==> src/rtl/acc_rmw_ctrl_pkg.sv <==
// Shared definitions for the accumulator read-modify-write controller:
// default geometry, saturation limits and the controller state encoding.
package acc_pkg;

    localparam int ACC_AW    = 13;
    localparam int ACC_DW    = 32;
    localparam int ACC_DEPTH = 2048;

    localparam logic [ACC_DW-1:0] SAT_MAX = 32'h7FFF_FFFF;
    localparam logic [ACC_DW-1:0] SAT_MIN = 32'h8000_0000;

    typedef enum logic [2:0] {
        IDLE = 3'd0,
        RD   = 3'd1,
        ADD  = 3'd2,
        WR   = 3'd3,
        HRD  = 3'd4,
        HCAP = 3'd5,
        CLR  = 3'd6
    } state_t;

endpackage

==> src/rtl/acc_rmw_ctrl_if.sv <==
// Bundle of the partial-sum stream, host readout, clear request and the
// single-port accumulator SRAM signals seen by acc_rmw_ctrl.
interface acc_rmw_ctrl_if
    import acc_pkg::*;
#(
    parameter int AW = ACC_AW,
    parameter int DW = ACC_DW
);

    logic          clear_i;
    logic          clr_done_o;

    logic          in_valid_i;
    logic          in_ready_o;
    logic [AW-1:0] in_addr_i;
    logic [DW-1:0] in_data_i;
    logic          in_first_i;

    logic          rd_req_i;
    logic [AW-1:0] rd_addr_i;
    logic          rd_ack_o;
    logic          rd_valid_o;
    logic [DW-1:0] rd_data_o;

    logic          busy_o;

    logic          ram_en_o;
    logic          ram_we_o;
    logic [AW-1:0] ram_w_addr_o;
    logic [AW-1:0] ram_r_addr_o;
    logic [DW-1:0] ram_wdata_o;
    logic [DW-1:0] ram_rdata_i;

    // Controller side
    modport slave (
        input  clear_i,
        input  in_valid_i,
        input  in_addr_i,
        input  in_data_i,
        input  in_first_i,
        input  rd_req_i,
        input  rd_addr_i,
        input  ram_rdata_i,
        output clr_done_o,
        output in_ready_o,
        output rd_ack_o,
        output rd_valid_o,
        output rd_data_o,
        output busy_o,
        output ram_en_o,
        output ram_we_o,
        output ram_w_addr_o,
        output ram_r_addr_o,
        output ram_wdata_o
    );

    // Requester / SRAM side
    modport master (
        output clear_i,
        output in_valid_i,
        output in_addr_i,
        output in_data_i,
        output in_first_i,
        output rd_req_i,
        output rd_addr_i,
        output ram_rdata_i,
        input  clr_done_o,
        input  in_ready_o,
        input  rd_ack_o,
        input  rd_valid_o,
        input  rd_data_o,
        input  busy_o,
        input  ram_en_o,
        input  ram_we_o,
        input  ram_w_addr_o,
        input  ram_r_addr_o,
        input  ram_wdata_o
    );

endinterface

==> src/rtl/acc_rmw_ctrl_sat_add.sv <==
// Combinational DW-bit signed adder; SATURATE=1 clamps to the signed range,
// SATURATE=0 wraps modulo 2^DW.
module acc_sat_add
    import acc_pkg::*;
#(
    parameter int DW       = ACC_DW,
    parameter int SATURATE = 0
) (
    input  logic [DW-1:0] a,
    input  logic [DW-1:0] b,
    output logic [DW-1:0] sum
);

    logic [DW-1:0] raw_sum;

    assign raw_sum = a + b;

    generate
        if (SATURATE != 0) begin : g_sat
            logic ovf_pos;
            logic ovf_neg;

            // Overflow only when both operands share a sign the result lacks
            assign ovf_pos = ~a[DW-1] & ~b[DW-1] &  raw_sum[DW-1];
            assign ovf_neg =  a[DW-1] &  b[DW-1] & ~raw_sum[DW-1];

            always_comb begin
                sum = raw_sum;
                if (ovf_pos) begin
                    sum = {1'b0, {(DW-1){1'b1}}};
                end else if (ovf_neg) begin
                    sum = {1'b1, {(DW-1){1'b0}}};
                end
            end
        end else begin : g_wrap
            assign sum = raw_sum;
        end
    endgenerate

endmodule

==> src/rtl/acc_rmw_ctrl.sv <==
// Serial read-modify-write controller in front of the accumulator SRAM:
// accumulates or overwrites partial sums, serves host reads and zero-fills.
module acc_rmw_ctrl
    import acc_pkg::*;
#(
    parameter int AW       = ACC_AW,
    parameter int DW       = ACC_DW,
    parameter int DEPTH    = ACC_DEPTH,
    parameter int SATURATE = 0
) (
    input  logic          clk,
    input  logic          rst,
    acc_rmw_ctrl_if.slave bus
);

    localparam int CW = $clog2(DEPTH);

    state_t          state_reg, state_next;
    logic [AW-3:0]   word_reg, word_next;
    logic [DW-1:0]   data_reg, data_next;
    logic            first_reg, first_next;
    logic [DW-1:0]   sum_reg, sum_next;
    logic [CW-1:0]   cnt_reg, cnt_next;
    logic [DW-1:0]   rd_data_reg, rd_data_next;
    logic            rd_valid_reg, rd_valid_next;
    logic            clr_done_reg, clr_done_next;
    logic            busy_reg;

    logic            in_ready;
    logic            rd_ack;
    logic            ram_en;
    logic            ram_we;
    logic [AW-1:0]   op_addr;
    logic [AW-1:0]   clr_addr;
    logic [DW-1:0]   ram_wdata;
    logic [DW-1:0]   add_result;

    // Byte-lane bits of the incoming addresses carry no meaning for word access
    logic            unused_addr_bits;
    assign unused_addr_bits = ^{bus.in_addr_i[1:0], bus.rd_addr_i[1:0]};

    acc_sat_add #(
        .DW       (DW),
        .SATURATE (SATURATE)
    ) u_sat_add (
        .a   (bus.ram_rdata_i),
        .b   (data_reg),
        .sum (add_result)
    );

    always_comb begin
        clr_addr              = '0;
        clr_addr[CW+1:0]      = {cnt_reg, 2'b00};
    end

    always_comb begin
        state_next    = state_reg;
        word_next     = word_reg;
        data_next     = data_reg;
        first_next    = first_reg;
        sum_next      = sum_reg;
        cnt_next      = cnt_reg;
        rd_data_next  = rd_data_reg;
        rd_valid_next = 1'b0;
        clr_done_next = 1'b0;

        in_ready      = 1'b0;
        rd_ack        = 1'b0;
        ram_en        = 1'b0;
        ram_we        = 1'b1;
        op_addr       = '0;
        ram_wdata     = '0;

        case (state_reg)
            IDLE: begin
                in_ready = ~bus.clear_i & ~bus.rd_req_i;
                rd_ack   = ~bus.clear_i &  bus.rd_req_i;
                if (bus.clear_i) begin
                    cnt_next   = '0;
                    state_next = CLR;
                end else if (bus.rd_req_i) begin
                    word_next  = bus.rd_addr_i[AW-1:2];
                    state_next = HRD;
                end else if (bus.in_valid_i) begin
                    word_next  = bus.in_addr_i[AW-1:2];
                    data_next  = bus.in_data_i;
                    first_next = bus.in_first_i;
                    state_next = bus.in_first_i ? WR : RD;
                end
            end

            RD: begin
                ram_en     = 1'b1;
                ram_we     = 1'b1;
                op_addr    = {word_reg, 2'b00};
                state_next = ADD;
            end

            // SRAM data from the RD cycle is valid here
            ADD: begin
                sum_next   = add_result;
                state_next = WR;
            end

            WR: begin
                ram_en     = 1'b1;
                ram_we     = 1'b0;
                op_addr    = {word_reg, 2'b00};
                ram_wdata  = first_reg ? data_reg : sum_reg;
                state_next = IDLE;
            end

            HRD: begin
                ram_en     = 1'b1;
                ram_we     = 1'b1;
                op_addr    = {word_reg, 2'b00};
                state_next = HCAP;
            end

            HCAP: begin
                rd_data_next  = bus.ram_rdata_i;
                rd_valid_next = 1'b1;
                state_next    = IDLE;
            end

            CLR: begin
                ram_en    = 1'b1;
                ram_we    = 1'b0;
                op_addr   = clr_addr;
                ram_wdata = '0;
                cnt_next  = cnt_reg + CW'(1);
                if (cnt_reg == CW'(DEPTH - 1)) begin
                    clr_done_next = 1'b1;
                    state_next    = IDLE;
                end
            end

            default: begin
                state_next = IDLE;
            end
        endcase
    end

    always_ff @(posedge clk or posedge rst) begin
        if (rst) begin
            state_reg    <= IDLE;
            word_reg     <= '0;
            data_reg     <= '0;
            first_reg    <= 1'b0;
            sum_reg      <= '0;
            cnt_reg      <= '0;
            rd_data_reg  <= '0;
            rd_valid_reg <= 1'b0;
            clr_done_reg <= 1'b0;
            busy_reg     <= 1'b0;
        end else begin
            state_reg    <= state_next;
            word_reg     <= word_next;
            data_reg     <= data_next;
            first_reg    <= first_next;
            sum_reg      <= sum_next;
            cnt_reg      <= cnt_next;
            rd_data_reg  <= rd_data_next;
            rd_valid_reg <= rd_valid_next;
            clr_done_reg <= clr_done_next;
            busy_reg     <= (state_next != IDLE);
        end
    end

    assign bus.in_ready_o   = in_ready;
    assign bus.rd_ack_o     = rd_ack;
    assign bus.rd_valid_o   = rd_valid_reg;
    assign bus.rd_data_o    = rd_data_reg;
    assign bus.clr_done_o   = clr_done_reg;
    assign bus.busy_o       = busy_reg;
    assign bus.ram_en_o     = ram_en;
    assign bus.ram_we_o     = ram_we;
    assign bus.ram_w_addr_o = op_addr;
    assign bus.ram_r_addr_o = op_addr;
    assign bus.ram_wdata_o  = ram_wdata;

endmodule

==> src/flat_wrapper.sv <==
// flat-port wrapper written by rule: the top's interface ports become plain ports
module acc_rmw_ctrl_flat import acc_pkg::*;
#(
    parameter int AW       = ACC_AW,
    parameter int DW       = ACC_DW,
    parameter int DEPTH    = ACC_DEPTH,
    parameter int SATURATE = 0
)
  (clk, rst, bus_clear_i, bus_in_valid_i, bus_in_addr_i, bus_in_data_i, bus_in_first_i, bus_rd_req_i, bus_rd_addr_i, bus_ram_rdata_i, bus_clr_done_o, bus_in_ready_o, bus_rd_ack_o, bus_rd_valid_o, bus_rd_data_o, bus_busy_o, bus_ram_en_o, bus_ram_we_o, bus_ram_w_addr_o, bus_ram_r_addr_o, bus_ram_wdata_o);
  acc_rmw_ctrl_if #(.AW(AW), .DW(DW)) bus_i ();
  input  logic clk;
  input  logic rst;
  input wire logic [$bits(bus_i.clear_i)-1:0] bus_clear_i;
  input wire logic [$bits(bus_i.in_valid_i)-1:0] bus_in_valid_i;
  input wire logic [$bits(bus_i.in_addr_i)-1:0] bus_in_addr_i;
  input wire logic [$bits(bus_i.in_data_i)-1:0] bus_in_data_i;
  input wire logic [$bits(bus_i.in_first_i)-1:0] bus_in_first_i;
  input wire logic [$bits(bus_i.rd_req_i)-1:0] bus_rd_req_i;
  input wire logic [$bits(bus_i.rd_addr_i)-1:0] bus_rd_addr_i;
  input wire logic [$bits(bus_i.ram_rdata_i)-1:0] bus_ram_rdata_i;
  output wire logic [$bits(bus_i.clr_done_o)-1:0] bus_clr_done_o;
  output wire logic [$bits(bus_i.in_ready_o)-1:0] bus_in_ready_o;
  output wire logic [$bits(bus_i.rd_ack_o)-1:0] bus_rd_ack_o;
  output wire logic [$bits(bus_i.rd_valid_o)-1:0] bus_rd_valid_o;
  output wire logic [$bits(bus_i.rd_data_o)-1:0] bus_rd_data_o;
  output wire logic [$bits(bus_i.busy_o)-1:0] bus_busy_o;
  output wire logic [$bits(bus_i.ram_en_o)-1:0] bus_ram_en_o;
  output wire logic [$bits(bus_i.ram_we_o)-1:0] bus_ram_we_o;
  output wire logic [$bits(bus_i.ram_w_addr_o)-1:0] bus_ram_w_addr_o;
  output wire logic [$bits(bus_i.ram_r_addr_o)-1:0] bus_ram_r_addr_o;
  output wire logic [$bits(bus_i.ram_wdata_o)-1:0] bus_ram_wdata_o;
  assign bus_i.clear_i = bus_clear_i;
  assign bus_i.in_valid_i = bus_in_valid_i;
  assign bus_i.in_addr_i = bus_in_addr_i;
  assign bus_i.in_data_i = bus_in_data_i;
  assign bus_i.in_first_i = bus_in_first_i;
  assign bus_i.rd_req_i = bus_rd_req_i;
  assign bus_i.rd_addr_i = bus_rd_addr_i;
  assign bus_i.ram_rdata_i = bus_ram_rdata_i;
  assign bus_clr_done_o = bus_i.clr_done_o;
  assign bus_in_ready_o = bus_i.in_ready_o;
  assign bus_rd_ack_o = bus_i.rd_ack_o;
  assign bus_rd_valid_o = bus_i.rd_valid_o;
  assign bus_rd_data_o = bus_i.rd_data_o;
  assign bus_busy_o = bus_i.busy_o;
  assign bus_ram_en_o = bus_i.ram_en_o;
  assign bus_ram_we_o = bus_i.ram_we_o;
  assign bus_ram_w_addr_o = bus_i.ram_w_addr_o;
  assign bus_ram_r_addr_o = bus_i.ram_r_addr_o;
  assign bus_ram_wdata_o = bus_i.ram_wdata_o;
  acc_rmw_ctrl #(.AW(AW), .DW(DW), .DEPTH(DEPTH), .SATURATE(SATURATE)) u_core (.clk(clk), .rst(rst), .bus(bus_i));
endmodule
==> config.mk <==
export PLATFORM = sky130hd
export DESIGN_NAME = acc_rmw_ctrl_flat
export DESIGN_NICKNAME = d
export VERILOG_FILES = /design/src/rtl/acc_rmw_ctrl_pkg.sv /design/src/rtl/acc_rmw_ctrl_if.sv /design/src/rtl/acc_rmw_ctrl_sat_add.sv /design/src/rtl/acc_rmw_ctrl.sv /design/src/flat_wrapper.sv
export SDC_FILE = /design/constraint.sdc
export NUM_CORES = 1
export LEC_CHECK = 0
export BUFFER_PORTS_ARGS = -buffer_cell sky130_fd_sc_hd__buf_4
export CAP_MARGIN = 30
export CORE_ASPECT_RATIO = 0.7
export CORE_UTILIZATION = 58
export DETAILED_ROUTE_END_ITERATION = 16
export GPL_ROUTABILITY_DRIVEN = 0
export GPL_TIMING_DRIVEN = 0
export PLACE_DENSITY = 0.87
export SLEW_MARGIN = 10
export SYNTH_ARGS = -nofsm -noshare
export SYNTH_HDL_FRONTEND = slang
export SYNTH_SLANG_ARGS = --single-unit
==> constraint.sdc <==
create_clock -name clk -period 8.4 [get_ports clk]
set_input_delay 1.26 -clock clk [delete_from_list [all_inputs] [get_ports clk]]
set_output_delay 1.26 -clock clk [all_outputs]
set_load 0.005 [all_outputs]
Word level (Yosys, flattened, before mapping)
Cells that the tools add are included.

word-level totals
  memories = 0
  latch bits = 0
  bits of input ports = 96
  output and inout bits = 97
  register bits = 125
  bits in read-only memories = 0
  logic and storage cells = 54
  RAM bits = 0

cells by class
  reduce and logical (&&, ||, !) cells = 10
  eq/ne operators = 8
  muxes and demuxes = 20
  multiply operators = 0
  bitwise operators = 4
  order comparisons = 0
  add/subtract/negate cells = 2
  divide/modulo/power cells = 0
  shifts and indexed selects = 0

operator list
  kind                                                                    number
  32-bit 2-to-1 mux                                                       2
  11-bit 2-to-1 mux                                                       3
  32-bit adder                                                            1
  13-bit case mux with 2 select lines                                     1
  11-bit case mux with 2 select lines                                     1
  3-bit case mux with 5 select lines                                      1
  3-bit 2-to-1 mux                                                        4
  11-bit by 1-bit adder with 11-bit output (second input constant)        1
  11-bit equality test (second input constant)                            1
  3-bit equality test (second input constant)                             3
  1-bit 2-to-1 mux                                                        7
  3-bit by 2-bit equality test with 1-bit output (second input constant)  2
  4-bit AND reduction                                                     1
  2-bit nonzero test                                                      2
  4-bit OR reduction                                                      1
  3-bit by 1-bit equality test with 1-bit output (second input constant)  1
  3-bit logical NOT                                                       1
  3-bit AND reduction                                                     1
  3-bit nonzero test                                                      1
  3-bit OR reduction                                                      1
  1-bit AND                                                               2
  2-bit 2-to-1 mux                                                        1
  2-bit != test (second input constant)                                   1
  1-bit NOT                                                               2
  other kinds (2)                                                         2

Logic depth before layout (Yosys ltp)
Gate-level depths: netlist of the first run.

  word-level depth = 6
  mapped depth = 11
  gate-level depth less buffers = 11

Modules after synthesis
From an unflattened synthesis of the first run, not the netlist that was laid out.

second synthesis, totals
  cell total of the unflattened synthesis = 706
  area, all modules = 7748.7 µm²

by module, submodules not included
  module        sequential area each (µm²)  cells an instance  area an instance (µm²)  times used
  acc_rmw_ctrl  3128.0                      474                6028.3                  1
  acc_sat_add   0.0                         232                1720.4                  1

Least setup slack after synthesis of the first run
Ideal clock, no wire load.

  path kind = input port to output port
  start = input bus_rd_req_i
  end = output bus_rd_ack_o
  setup slack = 4.998 ns
  stages on the path = 3
  buffers on the path = 2
  arrival time = 2.142 ns
  data required time = 7.140 ns
  cell sequence = clkbuf_1 buf_1 and2_1

between the ends
  longest elaborated chain between the ends = 2

RTL lines
  what              line                text
  start, declared   flat_wrapper.sv:18  input wire logic [$bits(bus_i.rd_req_i)-1:0] bus_rd_req_i;
  1-bit AND         acc_rmw_ctrl.sv:77  rd_ack = ~bus.clear_i & bus.rd_req_i;
  1-bit 2-to-1 mux  acc_rmw_ctrl.sv:74  case (state_reg)
  end, declared     flat_wrapper.sv:23  output wire logic [$bits(bus_i.rd_ack_o)-1:0] bus_rd_ack_o;

Every way passes these cells.

Worst setup path in the final report of the first run
  start = register u_core.state_reg[1]
  end = output bus_ram_wdata_o[2]

between the ends
  longest elaborated chain between the ends = 2

RTL lines
  what                                            line                 text
  start, declared                                 acc_rmw_ctrl.sv:18   state_t state_reg, state_next;
  start signal, assigned                          acc_rmw_ctrl.sv:157  state_reg <= state_next;
  3-bit by 2-bit equality test with 1-bit output  acc_rmw_ctrl.sv:74
  32-bit 2-to-1 mux                               acc_rmw_ctrl.sv:74
  end, declared                                   flat_wrapper.sv:31   output wire logic [$bits(bus_i.ram_wdata_o)-1:0] bus_ram_wdata_o;

Every way passes these cells.

==> results of run 1 <==
## through the flow
step	worst slack [ns]	cell area, um2	util	hold WS [ns]	total power [uW]
3_5_place_dp	4.699	8980	0.7254	0.4638	2958
5_1_grt	4.472	9542	0.7708	0.4999	3980
3_3_place_gp	2.388	8947	0.7228	0.4602	2887
6_report	4.659	9542	0.7708	0.4758	3711
2_1_floorplan	3.812	7371	-	0.4478	2285
4_1_cts	4.650	9542	0.7708	0.4779	3691
## cell families (layout without fill, tap and decap cells)
family	count (synthesis)	after routing
buf+inv	74	290
flops	125	125
other cells	1	4
xor+xnor	29	29
mux	85	85
fa+ha+maj	33	33
compound gates	175	175
simple gates	288	288
## cell usage after synthesis (2+ instances only)
cell type,number
nand2_1,162
dfrtp_1,125
nor2_1,72
o21ai_0,54
mux2i_1,51
a21oi_1,47
mux2_2,34
ha_1,32
clkbuf_1,28
buf_4,15
inv_1,15
xnor2_1,15
xor2_1,14
nand3_1,12
o21ai_1,12
a21o_1,10
buf_2,9
a22o_1,7
buf_1,7
o211ai_1,7
a211oi_1,6
a31oi_1,6
nand4_1,6
nor3_1,6
o21a_1,6
and3_1,4
nand2b_1,4
nor2b_1,4
nor4_1,3
or3_1,3
and2_1,2
and4_1,2
nand3b_1,2
nand4_2,2
o21bai_1,2
o31ai_1,2
## cell type report
type / instances / area (um2)
inverters: 15 / 61.31
clock buffers: 18 / 429.2
well taps: 162 / 202.7
fillers: 858 / 2838
flip-flops and latches: 125 / 3128
repair buffers: 184 / 1401
plain buffers: 59 / 289.0
clock inverters: 14 / 132.6
multi-input cells: 614 / 3897
## final timing paths
kind	startpoint	to	slack (ns)	cells after the start
worst min register to register	u_core.bus.rd_data_o[28]	u_core.bus.rd_data_o[28]	0.48	2
worst min-delay path	u_core.bus.rd_data_o[28]	u_core.bus.rd_data_o[28]	0.48	2
max in group asynchronous	rst	u_core.sum_reg[21]	6.78	3
worst max-delay path	u_core.state_reg[1]	bus_ram_wdata_o[2]	4.66	6
worst max register to register	u_core.data_reg[4]	u_core.sum_reg[31]	5.52	9
min in group asynchronous	rst	u_core.bus.clr_done_o	0.88	2
## routing by layer
layer	GRT usage	part of all wire	wire length [um]	up-vias
met3	0.05898	0.068	1408	35
met4	0.1157	0.019	401	0
met5	0	0	0	-
met1	0.4576	0.45	9357	3286
li1	-	-	-	3217
met2	0.5127	0.46	9541	310
## cell usage in the layout (no fill, tap or decap), types with 15 or more instances in the layout
| cell | n |
|---|---|
| dfrtp_1 | 125 |
| clkbuf_16 | 17 |
| mux2_2 | 34 |
| clkbuf_1 | 29 |
| a21oi_1 | 47 |
| buf_4 | 198 |
| xnor2_1 | 15 |
| nor2_1 | 72 |
| nand2_1 | 162 |
| mux2i_1 | 51 |
| o21ai_0 | 54 |
| ha_1 | 32 |
## power by group through the flow
stage / clock [uW] / combinational [uW] / sequential (uW)
final: 706 / 1920 / 1080
after global routing: 737 / 2130 / 1120
after CTS: 709 / 1900 / 1080
after detailed placement: 0 / 1880 / 1080
after global placement: 0 / 1820 / 1070
after floorplan: 0 / 1250 / 1030
## critical path, stage by stage (launching register included)
cell and delay (ns):
dfrtp_1 0.32, clkbuf_1 0.24, clkbuf_1 0.46, nand3b_1 0.34, clkbuf_1 0.36, nor2_1 0.21, buf_4 0.13
==> results.cfg, run 1 <==
[grt]
grt_max_degree = 73
grt_pass1_vias = 6495
grt_util_all_layers = 0.3278
grt_pass1_wl_mm = 32.73
antenna_found_initial = 0
grt_overflow = 0

[clocking]
clock_latency_ns = 0.42
ctsHoldBuffers = 0
clockBufferDepth = 2
numCtsBuffers = 17
clock-root-buffer = clkbuf_16
post-cts-setup-buffers = 0
cts.sinks = 125
clkTransAtPathRegs_ns = 0.06
post_cts_resized = 0
cts_tree = done
ctsHtreeMaxLevel = 4

[pwr]
seqPwrFrac = 0.292
p_sw_frac = 0.4110
p_sw_uw = 1525
combPwrFrac = 0.518
clockPowerShare = 0.190
irDropWorstVdd_uv = 216.5
p_leak_uw = 0.004711
intPower_uw = 2186
cellPowerDensity_nw_per_um2 = 389.0

[drt]
vias = 6848
drtPass1Iterations = 5
wire_per_inst_um = 17.39
via_per_inst = 5.750
drt_iter0_markers = 449
drc = 0
ant_nets = 0
wl_mm = 20.71

[worst_setup_path]
cp-start-kind = flop
worstPathMaxFanout = 10
arrival_ns = 2.48
endpoint_kind = primary output
critical_path_class = reg2out
required_ns = 7.14

[synthesis]
synth-adder-area-share = 0.05712
synth_cell_type_count = 58
post_synth_xor_area_fraction = 0.03451
synth_mux_area_frac = 0.1214
async_flop_share = 1.000
synth_compound_area_frac = 0.1486
synth.area.top_cells = dfrtp_1, nand2_1, mux2i_1, ha_1, mux2_2
synthSimpleGateAreaFrac = 0.1659
synth_largest_area_cell = dfrtp_1
synth_area_um2 = 7360
synth_top_area_share = 0.4250
synth-warning-count = 0
ys_seq_elements = 125
synth_top_family_by_area = simple AND/OR/NAND/NOR gates
synth.avg_cell_area_um2 = 9.086
ys.flop_type = dfrtp_1
synth_cells = 810
synth-edff-count = 0
synth_seq_area_share = 0.4250

[status]
status = completed

[sta]
max_freq_mhz = 267.3
setup-violations-final = 0
drv_slew = 0
worstMarginPinSlew_ns = 0.8109
fin_crit_sh = 0.4454
finalHoldViolCount = 0
skew_ns = 0.009679
rsz0062_at_grt = false
max_slew_margin = 0.4594
min_period_ns = 3.741
setup-tns-final_ns = 0

[floorplan]
initial_core_util = 0.5945
ioPinCount = 193
rows = 34
die_x_um = 136.6
die_area_um2 = 13150
fp.coreArea_um2 = 12380
fp.dieH_um = 96.25

[layout]
finalNonFillerCells = 1191
syn2layout_area_growth_pct = 29.65
final_layout_size_suffix_gt1_frac = 0.2760
diodes = 0
nets = 1145

[placement]
place_inst = 1159
dp_hpwl_mm = 15.12
port_buffers = 183

[hold_path]
hp-class = reg2reg

[run]
drv_cap = 0
Power figures use the tool's default switching activity.
==> run 2: changes to the inputs <==
Settings changed: CORE_UTILIZATION 58 to 54, PLACE_DENSITY 0.87 to 0.81.
Clock period 8.4 ns to 3.9 ns, I/O delays scaled along.
==> results.cfg, run 2 (synthesis results as in run 1) <==
[drt]
vias = 6829
drc = 0
wire_per_inst_um = 17.03
via_per_inst = 5.616
ant_nets = 0
drtPass1Iterations = 5
wl_mm = 20.71
drt_iter0_markers = 437

[clocking]
post_cts_resized = 0
ctsHoldBuffers = 0
clock_latency_ns = 0.42
cts.sinks = 125
cts_tree = done
numCtsBuffers = 17
post-cts-setup-buffers = 0
clock-root-buffer = clkbuf_16
ctsHtreeMaxLevel = 4
clockBufferDepth = 2
clkTransAtPathRegs_ns = 0.06

[worst_setup_path]
reg2regPathDepth = 9
critical_path_class = reg2out
required_ns = 3.31
rrSetupSlack_ns = 1.11
reg2reg_to = u_core.sum_reg[31]
r2r-start = u_core.data_reg[4]
worstPathMaxFanout = 10
arrival_ns = 2.53
cp-start-kind = flop
endpoint_kind = primary output

[floorplan]
ioPinCount = 193
die_area_um2 = 14110
rows = 35
fp.coreArea_um2 = 13230
die_x_um = 141.5
initial_core_util = 0.5565
fp.dieH_um = 99.68

[status]
status = completed

[pwr]
total_power_uw = 8292
p_leak_uw = 0.004787
cellPowerDensity_nw_per_um2 = 852.3
irDropWorstVdd_uv = 363.6

[placement]
dp_hpwl_mm = 15.27
port_buffers = 183
post_dp_cell_area_um2 = 9040

[run]
drv_cap = 0

[layout]
nets = 1147
stdcell_area_um2 = 9729
final_layout_size_suffix_gt1_frac = 0.2784
final_cell_mix = buf_4, nand2_1, dfrtp_1
final_common_cell = buf_4
syn2layout_area_growth_pct = 32.20
diodes = 0

[grt]
grt.busiest_layer = met2
grt_overflow = 0
use_met3 = 0.06933
antenna_found_initial = 0
grt_pass1_vias = 6370
grt_max_degree = 36
grt_util_all_layers = 0.3029
grt_pass1_wl_mm = 33.18
use_met2 = 0.4824
use_met1 = 0.4189

[sta]
setup-violations-final = 0
skew_ns = 0.009259
min_period_ns = 3.114
drv_slew = 0
worstMarginPinSlew_ns = 0.8131
rsz0062_at_grt = false
finalHoldViolCount = 0
max_freq_mhz = 321.1
setup-tns-final_ns = 0
fin_crit_sh = 0.7984
max_slew_margin = 0.4579

[hold_path]
hp-class = in2async
==> run 2: cell count changes in the layout (fill, tap and decap cells not counted), sizes merged <==
cell      change
clkinv        +1
clkbuf        +1
bufinv        +5
buf           +2
inv           -6
clkinvlp      -1
==> run 2: routing by layer <==
| metal | routed length, um | up-vias | share of wire |
|---|---|---|---|
| met4 | 252 | 0 | 0.012 |
| li1 | - | 3217 | - |
| met3 | 1256 | 27 | 0.061 |
| met1 | 9647 | 3330 | 0.47 |
| met2 | 9552 | 255 | 0.46 |
| met5 | 0 | - | 0 |
==> run 2: power by group <==
group	leakage (uW)	switching [uW]	internal (uW)
sequential	0.00154	416	1910
clock	0.000334	609	1240
combinational	0.00292	2210	1920
total	0.00479	3230	5060
==> run 2: per-stage QoR <==
stage,util,instances,setup WS (ns),hold slack (ns)
5_1_grt,0.7357,1216,0.6548,0.3087
4_1_cts,0.7357,1216,0.7971,0.2811
2_1_floorplan,-,813,1.324,0.4478
3_3_place_gp,0.6790,1181,0.8755,0.4602
3_5_place_dp,0.6835,1184,0.8376,0.4648
6_report,0.7357,1216,0.7861,0.2677
==> run 2: cell type report <==
type | count | area [um2]
multi-input cells | 614 | 3897
fillers | 1007 | 3496
flip-flops and latches | 125 | 3128
repair buffers | 186 | 1434
clock buffers | 19 | 452.9
plain buffers | 59 | 289.0
clock inverters | 13 | 236.5
well taps | 185 | 231.5
inverters | 15 | 60.06
==> run 2: worst max-delay path by stage <==
stage,from,endpoint,cells past startpoint
final,u_core.state_reg[1],bus_ram_wdata_o[3],6
after global routing,u_core.state_reg[1],bus_ram_wdata_o[22],6
after CTS,u_core.state_reg[1],bus_ram_wdata_o[22],6
after detailed placement,bus_ram_rdata_i[0],u_core.sum_reg[18],12
after global placement,bus_ram_rdata_i[1],u_core.sum_reg[31],10
after floorplan,bus_ram_rdata_i[0],u_core.sum_reg[30],11
==> run 2: critical path, stage by stage (launching register included) <==
cell	delay, ns
dfrtp_1	0.31
clkbuf_1	0.24
clkbuf_1	0.46
nand3b_1	0.37
clkbuf_1	0.38
nor2_1	0.22
buf_4	0.13
==> run 3: changes to the inputs <==
Settings changed: CORE_UTILIZATION 54 to 49, PLACE_DENSITY 0.81 to 0.78.
Clock period 3.9 ns to 2.7 ns, I/O delays scaled along.
==> results.cfg, run 3 (synthesis results as in run 1) <==
[status]
status = complete, but fails checks
violations = negative setup slack

[worst_setup_path]
critical_path_class = reg2reg
critical_path.slowest_cell = o41a_1
critical_path.top_delay_family = compound AO/OA/AOI/OAI gates
path_buf_inv = 1
r2r-start = u_core.data_reg[0]
required_ns = 2.98
crit_chain = ha_4, inv_2, fa_2, nand2b_4, a21oi_4, o41a_1, o211ai_1, nand2_2, a41oi_2, xor2_1, o21ai_1
cp-start-kind = flop
rrSetupSlack_ns = -0.02
arrival_ns = 3.01
endpoint_kind = flop
reg2regPathDepth = 11
reg2reg_to = u_core.sum_reg[28]
cpPeakStageDelay_ns = 0.47
worstPathMaxFanout = 4

[drt]
drc = 0
drtPass1Iterations = 5
wire_per_inst_um = 17.75
wl_mm = 21.81
ant_nets = 0
drt_iter0_markers = 448
via_per_inst = 5.587
vias = 6866

[sta]
finalHoldViolCount = 0
max_freq_mhz = 367.2
setup_slack_ns = -0.02298
drv_slew = 0
setup-violations-final = 1
max_slew_margin = 0.5370
min_period_ns = 2.723
fin_crit_sh = 1.009
rsz0062_at_grt = true
worstMarginPinSlew_ns = 0.6930
skew_ns = 0.009533

[layout]
nets = 1151
utilization = 0.6720
final_layout_size_suffix_gt1_frac = 0.3017
syn2layout_area_growth_pct = 34.00
final_cell_mix = buf_4, nand2_1, dfrtp_1
final_common_cell = buf_4
finalNonFillerCells = 1229
diodes = 0

[floorplan]
die_area_um2 = 15520
die_x_um = 148.5
fp.coreArea_um2 = 14680
fp.dieH_um = 104.5
ioPinCount = 193
initial_core_util = 0.5015
rows = 37

[clocking]
cts_tree = done
clock_latency_ns = 0.42
cts.sinks = 125
clkTransAtPathRegs_ns = 0.06
ctsHtreeMaxLevel = 4
clock-root-buffer = clkbuf_16
numCtsBuffers = 17
clockBufferDepth = 2

[placement]
place_inst = 1194
dp_hpwl_mm = 15.63
port_buffers = 183

[grt]
grt_pass1_vias = 6815
grt_pass1_wl_mm = 34.73
antenna_found_initial = 0
grt_max_degree = 38
grt_overflow = 0
grt_util_all_layers = 0.2878

[pwr]
p_leak_uw = 0.004831
cellPowerDensity_nw_per_um2 = 1242
irDropWorstVdd_uv = 578.0

[run]
drv_cap = 0

[hold_path]
hp-class = in2async
==> run 3: changes by cell type in the layout (fill, tap and decap cells not counted), sizes merged <==
cell,delta
clkinv,-3
buf,+5
clkinvlp,+2
inv,+1
clkbuf,-2
==> run 3: where the power goes <==
part / internal, uW / switching (uW) / leakage, uW
sequential: 2750 / 635 / 0.00154
clock: 1760 / 897 / 0.000319
combinational: 2890 / 3320 / 0.00298
total: 7400 / 4850 / 0.00483
==> run 3: worst max-delay path by stage <==
stage	startpoint	end	slack (ns)	depth (start not counted)
finish	u_core.data_reg[0]	u_core.sum_reg[28]	-0.02	11
global route	u_core.data_reg[0]	u_core.sum_reg[28]	-0.11	11
CTS	u_core.state_reg[1]	bus_ram_wdata_o[6]	0.01	6
detailed placement	bus_ram_rdata_i[0]	u_core.sum_reg[18]	-0.17	12
global placement	bus_ram_rdata_i[4]	u_core.sum_reg[31]	-0.16	10
floorplan	bus_ram_rdata_i[0]	u_core.sum_reg[30]	0.30	11
==> run 3: timing repair <==
item / in CTS / in global routing
buffers inserted: 2 / 3
pin swaps: 3 / 8
gates resized for setup: 8 / 24
hold buffers: 0 / 0
setup endpoints to repair: 36 / 50
==> run 3: stage by stage <==
step | area (um2) | worst slack [ns] | hold slack, ns | power (uW) | TNS (ns)
after floorplan | 7375 | 0.3035 | 0.4478 | 7108 | 0
after global placement | 8992 | -0.1585 | 0.4611 | 9010 | -14.15
after detailed placement | 9052 | -0.1734 | 0.4638 | 9204 | -0.9669
after CTS | 9762 | 0.01315 | 0.09621 | 12020 | 0
after global routing | 9862 | -0.1125 | 0.1346 | 13080 | -0.6040
final | 9862 | -0.02298 | 0.08647 | 12250 | -0.02298
==> run 3: layout make-up <==
cell class | instances | area (um2)
repair buffers | 191 | 1471
fillers | 1162 | 4813
clock buffers | 18 | 439.2
multi-input cells | 614 | 3984
flip-flops and latches | 125 | 3128
inverters | 15 | 60.06
clock inverters | 13 | 237.7
plain buffers | 58 | 297.8
well taps | 195 | 244.0
==> run 3: layer usage <==
| layer | wire length [um] | share of wire | vias up | track usage |
|---|---|---|---|---|
| met4 | 411 | 0.019 | 0 | 0.09057 |
| met1 | 9895 | 0.45 | 3336 | 0.4028 |
| met3 | 1392 | 0.064 | 41 | 0.04061 |
| li1 | - | - | 3220 | - |
| met2 | 10110 | 0.46 | 269 | 0.4596 |
| met5 | 0 | 0 | - | 0 |
